[src/rtl/tour_pkg.sv]
// Shared constants for the knight's-tour move sequencer: FSM encodings,
// command opcodes/headings, response bytes and move-to-command helpers.
package tour_pkg;

    // FSM state encodings
    localparam logic [2:0] ST_IDLE   = 3'd0;
    localparam logic [2:0] ST_FETCH  = 3'd1;
    localparam logic [2:0] ST_VERT   = 3'd2;
    localparam logic [2:0] ST_WAIT_V = 3'd3;
    localparam logic [2:0] ST_HORZ   = 3'd4;
    localparam logic [2:0] ST_WAIT_H = 3'd5;

    // Command opcodes
    localparam logic [3:0] OP_MOVE    = 4'h4;
    localparam logic [3:0] OP_MOVE_FF = 4'h5;

    // Headings
    localparam logic [7:0] HDG_N = 8'h00;
    localparam logic [7:0] HDG_W = 8'h3F;
    localparam logic [7:0] HDG_S = 8'h7F;
    localparam logic [7:0] HDG_E = 8'hBF;

    // Response bytes back to the BLE side
    localparam logic [7:0] RESP_DONE = 8'hA5;
    localparam logic [7:0] RESP_BUSY = 8'h5A;

    // True when exactly one bit of v is set (8'h00 is not one-hot)
    function automatic logic is_one_hot(input logic [7:0] v);
        logic [3:0] cnt;
        cnt = 4'd0;
        for (int i = 0; i < 8; i++) begin
            cnt = cnt + {3'd0, v[i]};
        end
        return (cnt == 4'd1);
    endfunction

    // Vertical leg for move bit b: N when dy > 0, S otherwise, length |dy|
    function automatic logic [15:0] vert_cmd(input int b);
        logic [15:0] c;
        case (b)
            0, 1:    c = {OP_MOVE, HDG_N, 4'd2};
            2, 7:    c = {OP_MOVE, HDG_N, 4'd1};
            3, 6:    c = {OP_MOVE, HDG_S, 4'd1};
            default: c = {OP_MOVE, HDG_S, 4'd2};
        endcase
        return c;
    endfunction

    // Horizontal leg for move bit b: E when dx > 0, W otherwise, length |dx|
    function automatic logic [15:0] horz_cmd(input int b);
        logic [15:0] c;
        case (b)
            0, 5:    c = {OP_MOVE_FF, HDG_E, 4'd1};
            1, 4:    c = {OP_MOVE_FF, HDG_W, 4'd1};
            2, 3:    c = {OP_MOVE_FF, HDG_W, 4'd2};
            default: c = {OP_MOVE_FF, HDG_E, 4'd2};
        endcase
        return c;
    endfunction

endpackage

[src/rtl/knight_move_dec.sv]
// Combinational decode of a one-hot knight move into its vertical and
// horizontal motion commands, plus a one-hot legality flag.
module knight_move_dec
    import tour_pkg::*;
(
    input  logic [7:0]  move,
    output logic [15:0] v_cmd,
    output logic [15:0] h_cmd,
    output logic        legal
);

    logic [15:0] v_terms [8];
    logic [15:0] h_terms [8];

    // Each move bit contributes its own constant command; with a one-hot
    // input exactly one term is non-zero.
    generate
        for (genvar gi = 0; gi < 8; gi++) begin : g_bit
            localparam logic [15:0] V_CONST = vert_cmd(gi);
            localparam logic [15:0] H_CONST = horz_cmd(gi);
            assign v_terms[gi] = move[gi] ? V_CONST : 16'h0000;
            assign h_terms[gi] = move[gi] ? H_CONST : 16'h0000;
        end
    endgenerate

    // OR-reduce the per-bit terms into the two leg commands
    always_comb begin
        v_cmd = 16'h0000;
        h_cmd = 16'h0000;
        for (int i = 0; i < 8; i++) begin
            v_cmd = v_cmd | v_terms[i];
            h_cmd = h_cmd | h_terms[i];
        end
    end

    assign legal = is_one_hot(move);

endmodule

[src/rtl/tour_move_seq.sv]
// Tour move sequencer: walks the solved move list, turns each knight move
// into a vertical then horizontal command for cmd_proc, and passes UART
// commands straight through while no tour is running.
module tour_move_seq
    import tour_pkg::*;
#(
    parameter int NUM_MOVES = 24,
    parameter int IDX_W     = 5
) (
    input  logic             clk,
    input  logic             rst,
    input  logic             start_tour,
    input  logic [7:0]       move,
    output logic [IDX_W-1:0] mv_indx,
    input  logic [15:0]      cmd_UART,
    input  logic             cmd_rdy_UART,
    input  logic             clr_cmd_rdy,
    input  logic             send_resp,
    output logic [15:0]      cmd,
    output logic             cmd_rdy,
    output logic [7:0]       resp,
    output logic             tour_err
);

    localparam logic [IDX_W-1:0] LAST_IDX = IDX_W'(NUM_MOVES - 1);

    logic [2:0]       state_reg, state_next;
    logic [IDX_W-1:0] idx_reg, idx_next;
    logic [7:0]       mv_q_reg, mv_q_next;
    logic             tour_err_reg, tour_err_next;

    logic [15:0] v_cmd, h_cmd;
    logic        mv_legal;
    logic        last_move;

    knight_move_dec u_dec (
        .move  (mv_q_reg),
        .v_cmd (v_cmd),
        .h_cmd (h_cmd),
        .legal (mv_legal)
    );

    assign last_move = (idx_reg == LAST_IDX);

    // State, index, latched move and error pulse registers
    always_ff @(posedge clk) begin
        if (rst) begin
            state_reg    <= ST_IDLE;
            idx_reg      <= '0;
            mv_q_reg     <= 8'h00;
            tour_err_reg <= 1'b0;
        end else begin
            state_reg    <= state_next;
            idx_reg      <= idx_next;
            mv_q_reg     <= mv_q_next;
            tour_err_reg <= tour_err_next;
        end
    end

    // Next-state logic: the handshake with cmd_proc paces each leg
    always_comb begin
        state_next    = state_reg;
        idx_next      = idx_reg;
        mv_q_next     = mv_q_reg;
        tour_err_next = 1'b0;
        case (state_reg)
            ST_IDLE: begin
                if (start_tour) begin
                    idx_next   = '0;
                    state_next = ST_FETCH;
                end
            end
            ST_FETCH: begin
                // Legality is judged on the incoming move so an illegal
                // entry aborts before any command is issued.
                mv_q_next = move;
                if (is_one_hot(move)) begin
                    state_next = ST_VERT;
                end else begin
                    tour_err_next = 1'b1;
                    state_next    = ST_IDLE;
                end
            end
            ST_VERT: begin
                if (clr_cmd_rdy) state_next = ST_WAIT_V;
            end
            ST_WAIT_V: begin
                if (send_resp) state_next = ST_HORZ;
            end
            ST_HORZ: begin
                if (clr_cmd_rdy) state_next = ST_WAIT_H;
            end
            ST_WAIT_H: begin
                if (send_resp) begin
                    if (last_move) begin
                        state_next = ST_IDLE;
                    end else begin
                        idx_next   = idx_reg + 1'b1;
                        state_next = ST_FETCH;
                    end
                end
            end
            default: state_next = ST_IDLE;
        endcase
    end

    // Output mux: UART passthrough in IDLE, tour commands otherwise
    always_comb begin
        cmd     = v_cmd;
        cmd_rdy = 1'b0;
        resp    = RESP_BUSY;
        case (state_reg)
            ST_IDLE: begin
                cmd     = cmd_UART;
                cmd_rdy = cmd_rdy_UART;
                resp    = RESP_DONE;
            end
            ST_VERT: begin
                cmd     = v_cmd;
                cmd_rdy = mv_legal;
            end
            ST_WAIT_V: begin
                cmd = v_cmd;
            end
            ST_HORZ: begin
                cmd     = h_cmd;
                cmd_rdy = mv_legal;
            end
            ST_WAIT_H: begin
                cmd  = h_cmd;
                // The final move's completion reports done, not busy
                resp = last_move ? RESP_DONE : RESP_BUSY;
            end
            default: begin
                cmd = v_cmd;
            end
        endcase
    end

    assign mv_indx  = idx_reg;
    assign tour_err = tour_err_reg;

endmodule
[config.mk]
export PLATFORM = sky130hd
export DESIGN_NAME = tour_move_seq
export DESIGN_NICKNAME = d
export VERILOG_FILES = /design/src/rtl/tour_pkg.sv /design/src/rtl/knight_move_dec.sv /design/src/rtl/tour_move_seq.sv
export SDC_FILE = /design/constraint.sdc
export NUM_CORES = 1
export LEC_CHECK = 0
export ABC_AREA = 1
export BUFFER_PORTS_ARGS = -buffer_cell sky130_fd_sc_hd__buf_4
export CORE_MARGIN = 1
export CORE_UTILIZATION = 34
export CTS_BUF_LIST = sky130_fd_sc_hd__clkbuf_4 sky130_fd_sc_hd__clkbuf_8 sky130_fd_sc_hd__clkbuf_16
export DETAILED_ROUTE_END_ITERATION = 8
export PLACE_DENSITY = 0.69
export SYNTH_ARGS = -nofsm -noshare
export SYNTH_HDL_FRONTEND = slang
export SYNTH_SLANG_ARGS = --single-unit
[constraint.sdc]
create_clock -name clk -period 3.1 [get_ports clk]
set_clock_uncertainty 0.05 [all_clocks]
set_input_delay 0.155 -clock clk [delete_from_list [all_inputs] [get_ports clk]]
set_output_delay 0.155 -clock clk [all_outputs]
set_load 0.05 [all_outputs]
-- After elaboration in Yosys (flattened, before gate mapping)
Cells that the tools add are included.
- $add $sub $neg: 15
- equality and inequality tests: 14
- muxes and demuxes: 33
- bitwise logic cells: 15
- reductions and logical operators: 7
- operators by type and width (operator ; count):
    2-to-1 mux 15 bit ; 16
    OR 16 bit ; 14
    adder 4 x 1 -> 4 bit ; 10
    one-hot mux 16 bit (2 select lines) ; 1
    one-hot mux 3 bit (6 select lines) ; 1
    one-hot mux 8 bit (2 select lines) ; 1
    2-to-1 mux 3 bit ; 5
    2-to-1 mux 5 bit ; 3
    != test 2 bit, second input constant ; 6
    one-hot mux 5 bit (2 select lines) ; 1
    equality test 4 x 1 -> 1 bit, second input constant ; 2
    2-to-1 mux 8 bit ; 1
    equality test 3 x 2 -> 1 bit, second input constant ; 2
    equality test 3 bit, second input constant ; 2
    OR reduction 2 bit ; 3
    adder 5 x 1 -> 5 bit, second input constant ; 1
    equality test 5 bit, second input constant ; 1
    AND reduction 5 bit ; 1
    adder 1 x 1 -> 2 bit ; 2
    adder 3 x 1 -> 4 bit ; 1
    AND reduction 4 bit ; 1
    adder 2 x 1 -> 3 bit ; 1
    equality test 3 x 1 -> 1 bit, second input constant ; 1
    zero test 3 bit ; 1
    5 further kinds ; 6
- register bits: 17
- input bits: 30
- output and inout bits: 31
- logic and storage cells: 88

-- Depth between registers and ports, before layout
Gate-level depths: netlist (run 1).
- word-level depth: 10
- mapped depth: 15
- mapped depth without buffers: 15

-- Cells and area by module
Synthesis (run 1) repeated with hierarchy kept, for this count alone.
- cell total of the unflattened synthesis: 280
- area, all modules: 1821.7 µm²
- by module, submodules not included (module ; instances ; cells each ; area each (µm²) ; seq. area each (µm²)):
    tour_move_seq ; 1 ; 213 ; 1362.6 ; 340.3
    knight_move_dec ; 1 ; 67 ; 459.2 ; 0.0

-- Least setup slack after synthesis (run 1)
OpenSTA, ideal clock, no wires.
- kind: reg2out
- start point: register mv_q_reg[0]
- end point: output port cmd_rdy
- arrival: 3.742 ns
- required time: 2.895 ns
- path slack: -0.847 ns
- cell stages (with the launch flop): 12
- buffers on the path: 0
- cell sequence: dfxtp_1 > inv_1 > ha_1 > inv_1 > fa_1 > fa_1 > fa_1 > fa_1 > inv_1 > nor2_1 > nand3_1 > o21ai_0
- word-level cells in the longest chain between the ends: 9
- RTL lines (item ; RTL line ; RTL):
    from (decl) ; tour_move_seq.sv:29 ; logic [7:0] mv_q_reg, mv_q_next;
    from (signal assigned) ; tour_move_seq.sv:55 ; mv_q_reg <= mv_q_next;
    adder 1 x 1 -> 2 bit ; tour_pkg.sv:32 ; cnt = cnt + {3'd0, v[i]};
    adder 4 x 1 -> 4 bit (6 in a row) ; tour_pkg.sv:32 ;
    equality test 4 x 1 -> 1 bit ; tour_pkg.sv:34 ; return (cnt == 4'd1);
    one-hot mux 1 bit (2 select lines) ; tour_move_seq.sv:112 ; case (state_reg)
    to (decl) ; tour_move_seq.sv:20 ; output logic cmd_rdy,
No other way between the ends.

-- Final worst setup path (run 1)
- start point: register mv_q_reg[1]
- end point: output port cmd_rdy
The elaborated chain is that of the path after synthesis.

==> results of run 1 <==
[metrics by stage]
stage          power [mW]  setup TNS (ps)
6_report             1.30            -288
4_1_cts              1.31            -306
3_3_place_gp         1.12           -78.2
2_1_floorplan       0.932            -222
5_1_grt              1.39            -419
3_5_place_dp         1.13            -155
[per-layer routing]
| layer | global-route usage [%] | wire, µm |
|---|---|---|
| met2 | 23.0 | 1500 |
| met1 | 17.6 | 1680 |
| met5 | 0 | 0 |
| met3 | 2.85 | 265 |
| met4 | 6.67 | 68 |
[cell type report]
| cell class | instances | area [µm²] |
|---|---|---|
| inverters | 45 | 171 |
| fillers | 462 | 2290 |
| repair buffers | 65 | 492 |
| flip-flops and latches | 17 | 343 |
| well taps | 52 | 65.1 |
| clock buffers | 4 | 48.8 |
| multi-input cells | 161 | 1030 |
[kinds of logic (layout without fill, tap and decap cells)]
logic type	Yosys count	count (layout)	synth area share, %
flops	17	17	21.2
compound gates	34	34	13.3
xor+xnor	1	1	0.547
buf+inv	56	114	15.5
fa+ha+maj	16	16	16.2
simple gates	110	110	33.3
[report_power, final]
| part | total (mW) | internal, mW | switching (mW) |
|---|---|---|---|
| registers | 0.270 | 0.245 | 0.0254 |
| logic | 0.861 | 0.282 | 0.579 |
| clock network | 0.168 | 0.0997 | 0.0685 |
| total | 1.30 | 0.627 | 0.673 |
[synth_stat cells, drive strengths merged]
| cell | n | share of area, % |
|---|---|---|
| buf | 10 | 4.5 |
| a211oi | 1 | 0.47 |
| dfxtp | 17 | 21 |
| ha | 8 | 6.2 |
| fa | 8 | 10 |
| inv | 45 | 11 |
| nand2 | 56 | 15 |
| o21bai | 1 | 0.47 |
| a21oi | 17 | 6.9 |
| o21ai | 14 | 4.8 |
| nor3 | 2 | 0.62 |
| nor2 | 21 | 6.2 |
| nand4 | 5 | 2.0 |
| clkbuf | 1 | 0.23 |
| o41ai | 1 | 0.55 |
| nand3 | 26 | 9.2 |
| xor2 | 1 | 0.55 |
[final timing paths]
check / startpoint / to / slack (ps)
max reg2reg: state_reg[0]$_SDFFE_PP0P_ / mv_q_reg[2]$_SDFFE_PP0P_ / 1530
max: mv_q_reg[1]$_SDFFE_PP0P_ / cmd_rdy / -290
min: rst / mv_indx[0]$_SDFFE_PP0P_ / 100
min reg2reg: mv_q_reg[2]$_SDFFE_PP0P_ / mv_q_reg[2]$_SDFFE_PP0P_ / 470
[critical path: stages, from the launching register on]
cell and delay (ps):
sky130_fd_sc_hd__dfxtp_2 330, sky130_fd_sc_hd__inv_2 40, sky130_fd_sc_hd__ha_4 250, sky130_fd_sc_hd__inv_2 30, sky130_fd_sc_hd__fa_1 490, sky130_fd_sc_hd__fa_1 430, sky130_fd_sc_hd__fa_2 370, sky130_fd_sc_hd__fa_1 480
sky130_fd_sc_hd__inv_1 40, sky130_fd_sc_hd__nor2_1 80, sky130_fd_sc_hd__nand3_1 90, sky130_fd_sc_hd__o21ai_2 130, sky130_fd_sc_hd__buf_6 170
[layout by cell type (no fill, tap or decap), drive strengths merged, types with 2 or more instances in the layout]
cell type and instances:
ha 8, nor3 2, inv 45, dfxtp 17, o21ai 14, nand3 26
nand4 5, nand2 56, a21oi 17, nor2 21, clkbuf 4, fa 8
buf 65
==> impl.org, run 1 <==
** Run status
- Outcome :: finished with violations
- The final reports fail on design-rule violations, negative setup slack.

** Cells and area
- Cells fill between 40% and 50% of the core in the end.
- Number of nets at the end of the flow :: 339
- The count of cells in the finished layout, fillers not included, comes to 344.
- Antenna diode instance count :: 0
- After routing the design area is 2150 µm².
- Flip-flop count of the largest register, all copies and words added :: 8
- Area grow syn2layout :: 34.3%
- Cells with a size suffix above 1 make up 34.2% of the layout.

** Setup path
- STA puts the critical path data required time at between 2000 and 3000 ps.
- Setup Crit Path Kind :: reg2out
- Worst-path fanout max :: 2
- For the worst flop-to-flop path, the logic depth is 5.
- STA classifies the critical path endpoint as an output port.
- Kind of launch point of the worst setup path :: flip-flop
- STA puts the critical path data arrival time at 3180 ps.

** Global routing
- In the global route stage, overall resource usage came out at between 10 and 15%.
- Overflow left after global routing :: 0
- Entering global routing, the biggest net connects 17 pins.
- Vias in the first global route :: 1354
- The initial antenna violation count came to 0.
- The first global-routing pass estimated 5660 µm of wire.

** Timing
- For the pin with the worst max-slew slack, the measured transition is approximately 490 ps.
- The total count of hold-check failures in the final report came to 0.
- Unrepaired setup endpoints after global routing :: yes
- Measured against its own limit, the worst slew margin works out to between 60% and 70%.
- On the final layout, the worst hold slack is 104 ps.
- Static timing analysis puts the maximum clock frequency at 0.295 GHz.
- Setup violations remaining at the end of the flow were counted as 1.
- Share of the clock period used by the worst path :: 109%
- Count of pins over their slew limit :: 0
- Minimum period implied by the final worst setup slack :: about 3400 ps
- After layout, the worst setup slack is -288 ps.

** CTS
- Post-CTS repair changed the size of 8 cells.
- The number of hold buffers added after CTS was 0.
- CTS tree :: built
- Clock transition at the register clock pins on the worst setup and hold paths after CTS :: 60 ps
- H-tree depth :: 1
- Clock tree root buffer cell :: sky130_fd_sc_hd__clkbuf_8
- Sink count of the clock tree :: 17
- Counting the buffers created by CTS gives 3.
- Clk Latency, worst-skew pair :: 250 ps
- The number of setup buffers added after CTS is 0.
- CTS Buffer Depth :: 2

** Yosys
- Number of nets produced by synthesis :: 280
- Sequential fraction of the synthesis area :: a little over a fifth
- In this run the cell area of the synthesized design comes to 1600 µm².
- Synth Instances :: 234
- Synth cell types :: 29
- Synthesis inferred 17 register bits.
- Each instance of the synthesized netlist takes up on average about 6.8 µm².
- Yosys Warn Count :: 0

** Pwr
- Cell leakage power :: 1.10 nW
- Power spread over the standard cell area amounts to 603 nW/µm².
- VDD sags by at most 0.200 mV.

** Place
- At the end of routability-driven placement, the weighted congestion stood at ~0.78.
- Final HPWL DP :: 2910 µm
- Port Buffers :: 60
- Cell count after placement :: 340
- Dpl cell area :: around 2100 µm²
- OpenSTA, run right after detailed placement, puts the worst setup slack at -132 ps.

** Floorplanning
- Die area :: 4990 µm²
- From left edge to right edge, the die measures 70.7 µm.
- I/O pin count :: 61
- For this configuration, the core starts out at a cell density of 36.1%.
- Placeable core area :: 4440 µm²
- Height of the die :: 70.7 µm
- Number of rows in the core area :: 24

** Route
- Number of routed nets with antenna violations :: 0
- After the first detailed-routing iteration, the DRC count stood at 59.
- For this run, design rule violations remaining after detail routing come to 20.
- The first detailed-routing pass took 6 iterations.
- Drt via density :: about 4.7
- The detailed router placed 1607 vias in this run.
- Total Routed Length :: 3510 µm
- In the final routed layout, each cell accounts on average for 10.2 µm.

** Min path
- Hold WC Path Type :: in2reg
- Worst hold path stage count :: 2

** Run
- Max-cap violations in this run came to 0.
(Power assumes the default switching activity.)
==> inputs of run 2 (changes only) <==
Settings changed: CTS_BUF_LIST sky130_fd_sc_hd__clkbuf_4 sky130_fd_sc_hd__clkbuf_8 sky130_fd_sc_hd__clkbuf_16 to default, PLACE_DENSITY 0.69 to 0.68, SYNTH_HIERARCHICAL from default to 1.
==> impl.org, run 2 <==
** Floorplanning
- Placeable core area :: 5140 µm² (was 4440 µm²)
- Number of rows in the core area :: 26 (was 24)
- The area enclosed by the die boundary was 5660 µm² (was 4990 µm²).
- The die height came to 75.2 µm (was 70.7 µm).
- The overall die width was 75.2 µm (was 70.7 µm).
- The starting utilization of the core area is 35.4% (was 36.1%).
- The I/O pin count came to 61 (unchanged).

** Yosys
- The proportion of register bits with asynchronous set or reset after synthesis came to 0% (unchanged).
- The number of flip-flops and latches in the synthesized netlist came to 17 (unchanged).
- The dominant synthesized flop cell is sky130_fd_sc_hd__dfxtp_1 (unchanged).
- Cell taking the most area after synthesis :: sky130_fd_sc_hd__dfxtp_1 (unchanged)
- Area of the mapped netlist :: 1820 µm² (was 1600 µm²)
- The area share of the leading cell type in the synthesized netlist is 18.7% (was 21.2%).
- Sequential fraction of the synthesis area :: 18.7% (was 21.2%)
- Biggest area contributors in the synthesized netlist :: sky130_fd_sc_hd__dfxtp_1 (19%), sky130_fd_sc_hd__nand2_1 (15%), sky130_fd_sc_hd__buf_4 (14%) (was sky130_fd_sc_hd__dfxtp_1 (21%), sky130_fd_sc_hd__nand2_1 (12%), sky130_fd_sc_hd__fa_1 (10%))
- The most repeated cell in the gate-level netlist after synthesis was sky130_fd_sc_hd__nand2_1 (unchanged).
- Synth Instances :: 280 (was 234)
- The average footprint of a synthesized cell was 6.51 µm² (was 6.85 µm²).
- Yosys Warn Count :: 6 (was 0)
- The number of synthesized flops with an enable pin is 0 (unchanged).
- Synth top cells by count: sky130_fd_sc_hd__nand2_1 (71), sky130_fd_sc_hd__inv_1 (38), sky130_fd_sc_hd__buf_4 (35), sky130_fd_sc_hd__nor2_1 (18), sky130_fd_sc_hd__dfxtp_1 (17) (was sky130_fd_sc_hd__nand2_1 (50), sky130_fd_sc_hd__inv_1 (41), sky130_fd_sc_hd__nand3_1 (24), sky130_fd_sc_hd__dfxtp_1 (17), sky130_fd_sc_hd__nor2_1 (17)).
- The number of unique standard cell types used by synthesis is 25 (was 29).

** Setup path
- Worst-path fanout max :: 2 (unchanged)
- Arrival @ worst endpoint :: 3430 ps (was 3180 ps)
- The startpoint type of the worst setup path is a flip-flop (unchanged).
- The critical path capture point type was an output port (unchanged).
- Number of cells on the worst reg-to-reg path :: 5 (unchanged)
- The classification of the worst setup path is reg2out (unchanged).
- The required time at the worst-slack endpoint is 2890 ps (about the same).

** Timing
- Total count of hold-check failures in the final report :: 0 (unchanged)
- Unrepaired setup endpoints after global routing :: yes (unchanged)
- The count of pins over their slew limit came to 0 (unchanged).
- The achievable frequency is 0.275 GHz (was 0.295 GHz).
- The smallest setup slack after layout came to -538 ps (was -288 ps).
- Slew @ Worst Pin :: 605 ps (was 488 ps)
- The tightest slew margin relative to the limit is 59.7% (was 67.4%).
- The share of the clock period used by the worst path after layout came to 117% (was 109%).
- Setup violations, final :: 1 (unchanged)
- The clock period minus final worst setup slack was 3640 ps (was 3390 ps).

** CTS
- CTS tree :: built (unchanged)
- The clock sink count was 17 (unchanged).
- The total CTS buffers was 3 (unchanged).
- The number of buffers added for setup after CTS came to 0 (unchanged).
- Clk Latency, worst-skew pair :: 250 ps (about the same)
- H-tree depth :: 1 (unchanged)
- Gates resized, CTS repair :: 2 (was 8)
- Hold buffer count at cts :: 0 (unchanged)
- The CTS root buffer is sky130_fd_sc_hd__clkbuf_8 (unchanged).
- CTS Buffer Depth :: 2 (unchanged)
- The clock transition at the registers of the reported paths came to 70 ps (was 60 ps).

** Cells and area
- Antenna diode instance count :: 0 (unchanged)
- Flip-flop count of the largest register, all copies and words added :: 8 (unchanged)
- The layout overhead on the synthesized area was 22.3% (was 34.3%).
- The leading cell type in the layout, fill and taps excluded is sky130_fd_sc_hd__nand2_1 (was sky130_fd_sc_hd__buf_4).
- Number of nets at the end of the flow :: 368 (was 339)
- Most frequent cells in the layout: sky130_fd_sc_hd__nand2_1 (71), sky130_fd_sc_hd__buf_4 (65), sky130_fd_sc_hd__inv_1 (38) (was sky130_fd_sc_hd__buf_4 (64), sky130_fd_sc_hd__nand2_1 (50), sky130_fd_sc_hd__inv_1 (38)).
- The fraction of final layout cells sized beyond drive strength 1 was 27.1% (was 34.2%).

** Route
- The initial detailed-routing violation count was 41 (was 59).
- Post-detailed-route wirelength per cell :: 10.1 µm (was 10.2 µm)
- The number of vias in the routed layout is 1742 (was 1607).
- Number of routed nets with antenna violations :: 0 (unchanged)
- The DRC violations left was 0 (was 20).
- The count of TritonRoute iterations in the first routing pass is 4 (was 6).
- The detail-routed via count per cell was 4.46 (was 4.67).
- The overall routed net length is 3930 µm (was 3510 µm).

** Min path
- The cell depth of the worst min-delay path came to 2 (unchanged).
- The path class of the lowest-slack min-delay path is in2reg (unchanged).

** Global routing
- Number of antenna violations at the first check in global routing :: 0 (unchanged)
- The wire length of the first global-routing pass was 6190 µm (was 5660 µm).
- GRT Total Usage :: 13.9% (was 14.0%)
- The via count of the first global-routing pass is 1442 (was 1354).
- Overflow left after global routing :: 0 (unchanged)
- The largest net degree at the start of global routing was 19 (was 17).

** Place
- Port Buffers :: 60 (unchanged)
- Routability Congestion :: 0.751 (was 0.776)
- Final HPWL DP :: 3130 µm (was 2910 µm)
- The pre-CTS worst setup slack came to -321 ps (was -132 ps).

** Run
- Max-capacitance violation count :: 0 (unchanged)

** Run status
- Failing checks :: negative setup slack (was design-rule violations, negative setup slack)
- Outcome: finished with violations (unchanged).
==> run 2: critical path, cell delays in order (launching register included) <==
cell                      delay (ps)
sky130_fd_sc_hd__dfxtp_2         330
sky130_fd_sc_hd__inv_1            60
sky130_fd_sc_hd__fa_1            550
sky130_fd_sc_hd__fa_1            440
sky130_fd_sc_hd__fa_1            450
sky130_fd_sc_hd__inv_1            60
sky130_fd_sc_hd__ha_1            150
sky130_fd_sc_hd__inv_1            50
sky130_fd_sc_hd__fa_1            480
sky130_fd_sc_hd__nand2_1          50
sky130_fd_sc_hd__inv_1            40
sky130_fd_sc_hd__nand2_1          40
sky130_fd_sc_hd__a21oi_1         110
sky130_fd_sc_hd__inv_1            80
sky130_fd_sc_hd__o21ai_4         120
sky130_fd_sc_hd__buf_6           170
==> run 2: stage by stage <==
stage,util (%),cells,cell area (µm²),setup TNS (ps),hold WS (ps)
final,43.4,391,2230,-538,86.6
after global routing,43.4,391,2230,-684,105
after CTS,43.3,391,2220,-548,88.5
after detailed placement,42.3,387,2170,-373,358
after global placement,42.3,387,2170,-213,349
after floorplan,-,290,1870,-182,240
==> run 2: path summary, 6_finish.rpt <==
path | startpoint | end | slack [ps]
setup / recovery | mv_q_reg[0]$_SDFFE_PP0N_ | cmd_rdy | -540
hold / removal | rst | mv_indx[3]$_SDFFE_PP0P_ | 90
setup reg to reg | state_reg[1]$_SDFFE_PP0P_ | state_reg[0]$_SDFFE_PP0P_ | 1510
hold reg to reg | mv_indx[4]$_SDFFE_PP0P_ | mv_indx[4]$_SDFFE_PP0P_ | 460
==> run 2: cell families after synthesis <==
logic type,count (synthesis),synth area share (%)
adders and majority gates,16,14.3
and+or+nand+nor,121,28.8
AOI/OAI and AO/OA,44,13.9
other,1,0.206
DFF,17,18.7
buffers and inverters,81,24.1
==> run 2: layout make-up <==
type                    instances  area [µm²]
repair buffers                 66         499
clock buffers                   3        41.3
flip-flops and latches         17         342
fillers                       576        2910
multi-input cells             192        1100
inverters                      42         158
clock inverters                 1        5.00
well taps                      70        87.6
==> run 2: per-layer routing <==
metal | routed length, µm | GRT usage (%) | vias up
li1 | - | - | 928
met5 | 0 | 0 | -
met4 | 42 | 4.94 | 0
met1 | 1900 | 18.5 | 757
met2 | 1770 | 23.7 | 53
met3 | 229 | 1.20 | 4
Power of run 2 is not shown: default switching activity piles up to over one toggle a cycle in this logic, so the estimate is an artifact.
==> inputs of run 3 (changes only) <==
Settings changed: ABC_AREA 1 to default, PLACE_DENSITY 0.68 to 0.67.
==> impl.org, run 3 <==
** Floorplanning
- Height of the die :: 76.8 µm (was 75.2 µm)
- Die X-Extent :: 76.8 µm (was 75.2 µm)
- Placeable core area :: 5240 µm² (was 5140 µm²)
- Initial Util :: 36.4% (was 35.4%)
- Die area :: 5900 µm² (was 5660 µm²)
- The I/O pin count came to 61 (unchanged).
- Number of rows in the core area :: 26 (unchanged)

** Global routing
- The wire length of the first global-routing pass is 7400 µm (was 6190 µm).
- Overflow left after global routing :: 0 (unchanged)
- GRT Total Usage :: 14.9% (was 13.9%)
- Largest net degree at the start of global routing :: 19 (unchanged)
- Number of antenna violations at the first check in global routing :: 0 (unchanged)
- The via count of the first global-routing pass is 1578 (was 1442).

** Pwr
- IR analysis of the VDD net gives a maximum drop of ~0.22 mV.
- Cell leakage power :: 1.09 nW
- Power per cell area :: roughly 440 nW/µm²
- Power comes to 1.07 mW.

** Yosys
- Area of the mapped netlist :: 1900 µm² (was 1820 µm²)
- The average footprint of a synthesized cell came to 8.07 µm² (was 6.51 µm²).
- Yosys reg bits :: 17 (unchanged)
- The cell taking the most area after synthesis was sky130_fd_sc_hd__dfxtp_1 (unchanged).
- Top_reg_cell synth :: sky130_fd_sc_hd__dfxtp_1 (unchanged)
- Fraction of post-synthesis cell area in the top cell type by area :: 17.9% (was 18.7%)
- The number of unique standard cell types used by synthesis was 39 (was 25).
- Synth Instances :: 236 (was 280)
- The fraction of the yosys area taken by sequential cells is 17.9% (was 18.7%).
- Cell with the most instances after synthesis :: sky130_fd_sc_hd__buf_4 (was sky130_fd_sc_hd__nand2_1)
- Synth top cells by count :: sky130_fd_sc_hd__buf_4 (33), sky130_fd_sc_hd__a22oi_1 (32), sky130_fd_sc_hd__inv_1 (30), sky130_fd_sc_hd__dfxtp_1 (17), sky130_fd_sc_hd__o21ai_0 (16) (was sky130_fd_sc_hd__nand2_1 (71), sky130_fd_sc_hd__inv_1 (38), sky130_fd_sc_hd__buf_4 (35), sky130_fd_sc_hd__nor2_1 (18), sky130_fd_sc_hd__dfxtp_1 (17))
- Biggest area contributors in the synthesized netlist :: sky130_fd_sc_hd__dfxtp_1 (18%), sky130_fd_sc_hd__buf_4 (13%), sky130_fd_sc_hd__a22oi_1 (13%) (was sky130_fd_sc_hd__dfxtp_1 (19%), sky130_fd_sc_hd__nand2_1 (15%), sky130_fd_sc_hd__buf_4 (14%))
- The number of synthesized flops with an enable pin came to 0 (unchanged).
- Ys async rst share :: 0% (unchanged)
- Yosys Warn Count :: 6 (unchanged)

** Timing
- Slew @ Worst Pin :: 567 ps (was 605 ps)
- The total count of hold-check failures in the final report came to 0 (unchanged).
- The worst hold slack is 109 ps (was 86.6 ps).
- The clock period minus final worst setup slack was 3850 ps (was 3640 ps).
- The number of endpoints failing setup at the final stage came to 1 (unchanged).
- The count of pins over their slew limit came to 0 (unchanged).
- Share of the clock period used by the worst path :: 124% (was 117%)
- Unrepaired setup endpoints after global routing :: yes (unchanged)
- The achievable frequency came to 0.260 GHz (was 0.275 GHz).
- The tightest slew margin relative to the limit was 62.2% (was 59.7%).
- The smallest setup slack after layout was -749 ps (was -538 ps).

** Setup path
- The worst endpoint data arrival time came to 3640 ps (was 3430 ps).
- The required time at the worst-slack endpoint is 2890 ps (about the same).
- Critical path capture point type :: output port (unchanged)
- Setup Crit Path Kind :: reg2out (unchanged)
- The critical-path maximum fanout was 2 (unchanged).
- The startpoint type of the worst setup path is a flip-flop (unchanged).

** CTS
- H-tree depth :: 1 (unchanged)
- Sink count of the clock tree :: 17 (unchanged)
- CTS tree :: built (unchanged)
- Clock tree root buffer cell :: sky130_fd_sc_hd__clkbuf_8 (unchanged)
- The clock insertion delay at the later pin of the skew report is 250 ps (about the same).
- The clock transition at the registers of the reported paths was 60 ps (was 70 ps).
- Number of buffers inserted during clock tree synthesis :: 3 (unchanged)
- The number of buffers added for setup after CTS was 0 (unchanged).
- The buffer depth of the longest clock path was 2 (unchanged).

** Route
- The count of TritonRoute iterations in the first routing pass was 4 (unchanged).
- Total via count after detailed routing :: 1735 (was 1742)
- Number of routed nets with antenna violations :: 0 (unchanged)
- The overall routed net length is 4350 µm (was 3930 µm).
- The detail-routed via count per cell is 4.94 (was 4.46).
- The initial detailed-routing violation count was 51 (was 41).
- Post-detailed-route wirelength per cell :: 12.4 µm (was 10.1 µm)
- The DRC violations left is 0 (unchanged).

** Cells and area
- Most frequent cells in the layout: sky130_fd_sc_hd__buf_4 (78), sky130_fd_sc_hd__a22oi_1 (32), sky130_fd_sc_hd__inv_1 (27) (was sky130_fd_sc_hd__nand2_1 (71), sky130_fd_sc_hd__buf_4 (65), sky130_fd_sc_hd__inv_1 (38)).
- Number of nets at the end of the flow :: 328 (was 368)
- The fraction of final layout cells sized beyond drive strength 1 is 34.9% (was 27.1%).
- Leading cell type in the layout, fill and taps excluded :: sky130_fd_sc_hd__buf_4 (was sky130_fd_sc_hd__nand2_1)
- The total area of sequential cells is 344 µm² (was 342 µm²).
- Area grow syn2layout :: 25.8% (was 22.3%)
- Fraction of the core area covered by cells at the end of the flow :: 45.7% (was 43.4%)
- Number of standard cells in the layout, taps in and fillers out :: 351 (was 391)
- The flip-flop count of the largest register, all copies and words added was 8 (unchanged).
- The count of antenna diodes in the layout was 0 (unchanged).
- Total area of multi-input combinational cells :: 1210 µm² (was 1100 µm²)
- Fillers :: 538 (was 576)

** Min path
- Hold WC Path Type :: in2reg (unchanged)

** Place
- Cell count after placement :: 347 (was 387)
- Worst setup slack after placement :: -556 ps (was -321 ps)
- The number of port buffers was 60 (unchanged).
- Final HPWL DP :: 3340 µm (was 3130 µm)
- The final weighted congestion in routability-driven placement came to 0.801 (was 0.751).

** Run status
- Failing checks: negative setup slack (unchanged).
- Outcome :: finished with violations (unchanged)

** Run
- The max capacitance violation total came to 0 (unchanged).
run 3: changes by cell type after synthesis, sizes merged, moves of 12 or more:
cell / change
inv: -12
a22oi: +21
nand3: -12
a21oi: -14
nand2: -68
run 3: final timing paths:
kind,startpoint,end,slack [ps],cells past startpoint
setup / recovery,mv_q_reg[0]$_SDFFE_PP0N_,cmd_rdy,-750,14
hold reg to reg,mv_q_reg[5]$_SDFFE_PP0N_,mv_q_reg[5]$_SDFFE_PP0N_,450,2
hold / removal,move[5],mv_q_reg[5]$_SDFFE_PP0N_,110,3
setup reg to reg,state_reg[1]$_SDFFE_PP0P_,mv_indx[0]$_SDFFE_PP0P_,1320,4
run 3: cells by family (layout without fill, tap and decap cells):
family	after synthesis	in the layout	synth area share (%)
buffers and inverters	78	113	22.8
DFF	17	17	17.9
other	1	11	0.197
AOI/OAI and AO/OA	62	62	22.6
muxes	11	11	5.78
adders and majority gates	16	16	13.7
and+or+nand+nor	51	51	17.1
run 3: layout make-up:
| type | instances | area share, % |
|---|---|---|
| repair buffers | 79 | 24.9 |
| clock buffers | 3 | 1.72 |
| inverters | 30 | 4.70 |
| multi-input cells | 151 | 50.4 |
| flip-flops and latches | 17 | 14.4 |
| clock inverters | 1 | 0.209 |
| well taps | 70 | 3.66 |
run 3: power breakdown:
part / switching, mW / internal (mW)
clock: 0.0709 / 0.0889
sequential: 0.0141 / 0.230
combinational: 0.411 / 0.250
run 3: per-layer routing:
metal  up-vias  global-route usage (%)  share of wire (%)
li1        881                       -                  -
met2        59                    23.9                 45
met3         2                    2.14                5.6
met4         0                    4.04               0.78
met1       793                    20.7                 49
met5         -                       0                  0
run 3: worst max-delay path: stages, from the launching register on:
cell	delay (ps)
sky130_fd_sc_hd__dfxtp_2	330
sky130_fd_sc_hd__inv_2	40
sky130_fd_sc_hd__fa_1	540
sky130_fd_sc_hd__fa_1	430
sky130_fd_sc_hd__fa_1	450
sky130_fd_sc_hd__inv_2	80
sky130_fd_sc_hd__ha_4	120
sky130_fd_sc_hd__inv_2	30
sky130_fd_sc_hd__fa_1	490
sky130_fd_sc_hd__nand2_1	70
sky130_fd_sc_hd__o41ai_2	250
sky130_fd_sc_hd__mux2i_1	140
sky130_fd_sc_hd__a2bb2oi_2	160
sky130_fd_sc_hd__nor2_4	100
sky130_fd_sc_hd__buf_6	160
run 3: stage by stage:
step           TNS, ps  instance area [µm²]
6_report          -749                 2400
4_1_cts           -816                 2370
3_5_place_dp      -899                 2320
2_1_floorplan     -451                 1960
5_1_grt           -906                 2400
3_3_place_gp      -738                 2320
run 3: what timing repair did:
action,4_1_cts,5_1_grt
setup endpoints to repair,1,3
hold buffers,0,0
endpoints found under the hold margin,0,0
pin swaps,0,1
resized for setup,1,10
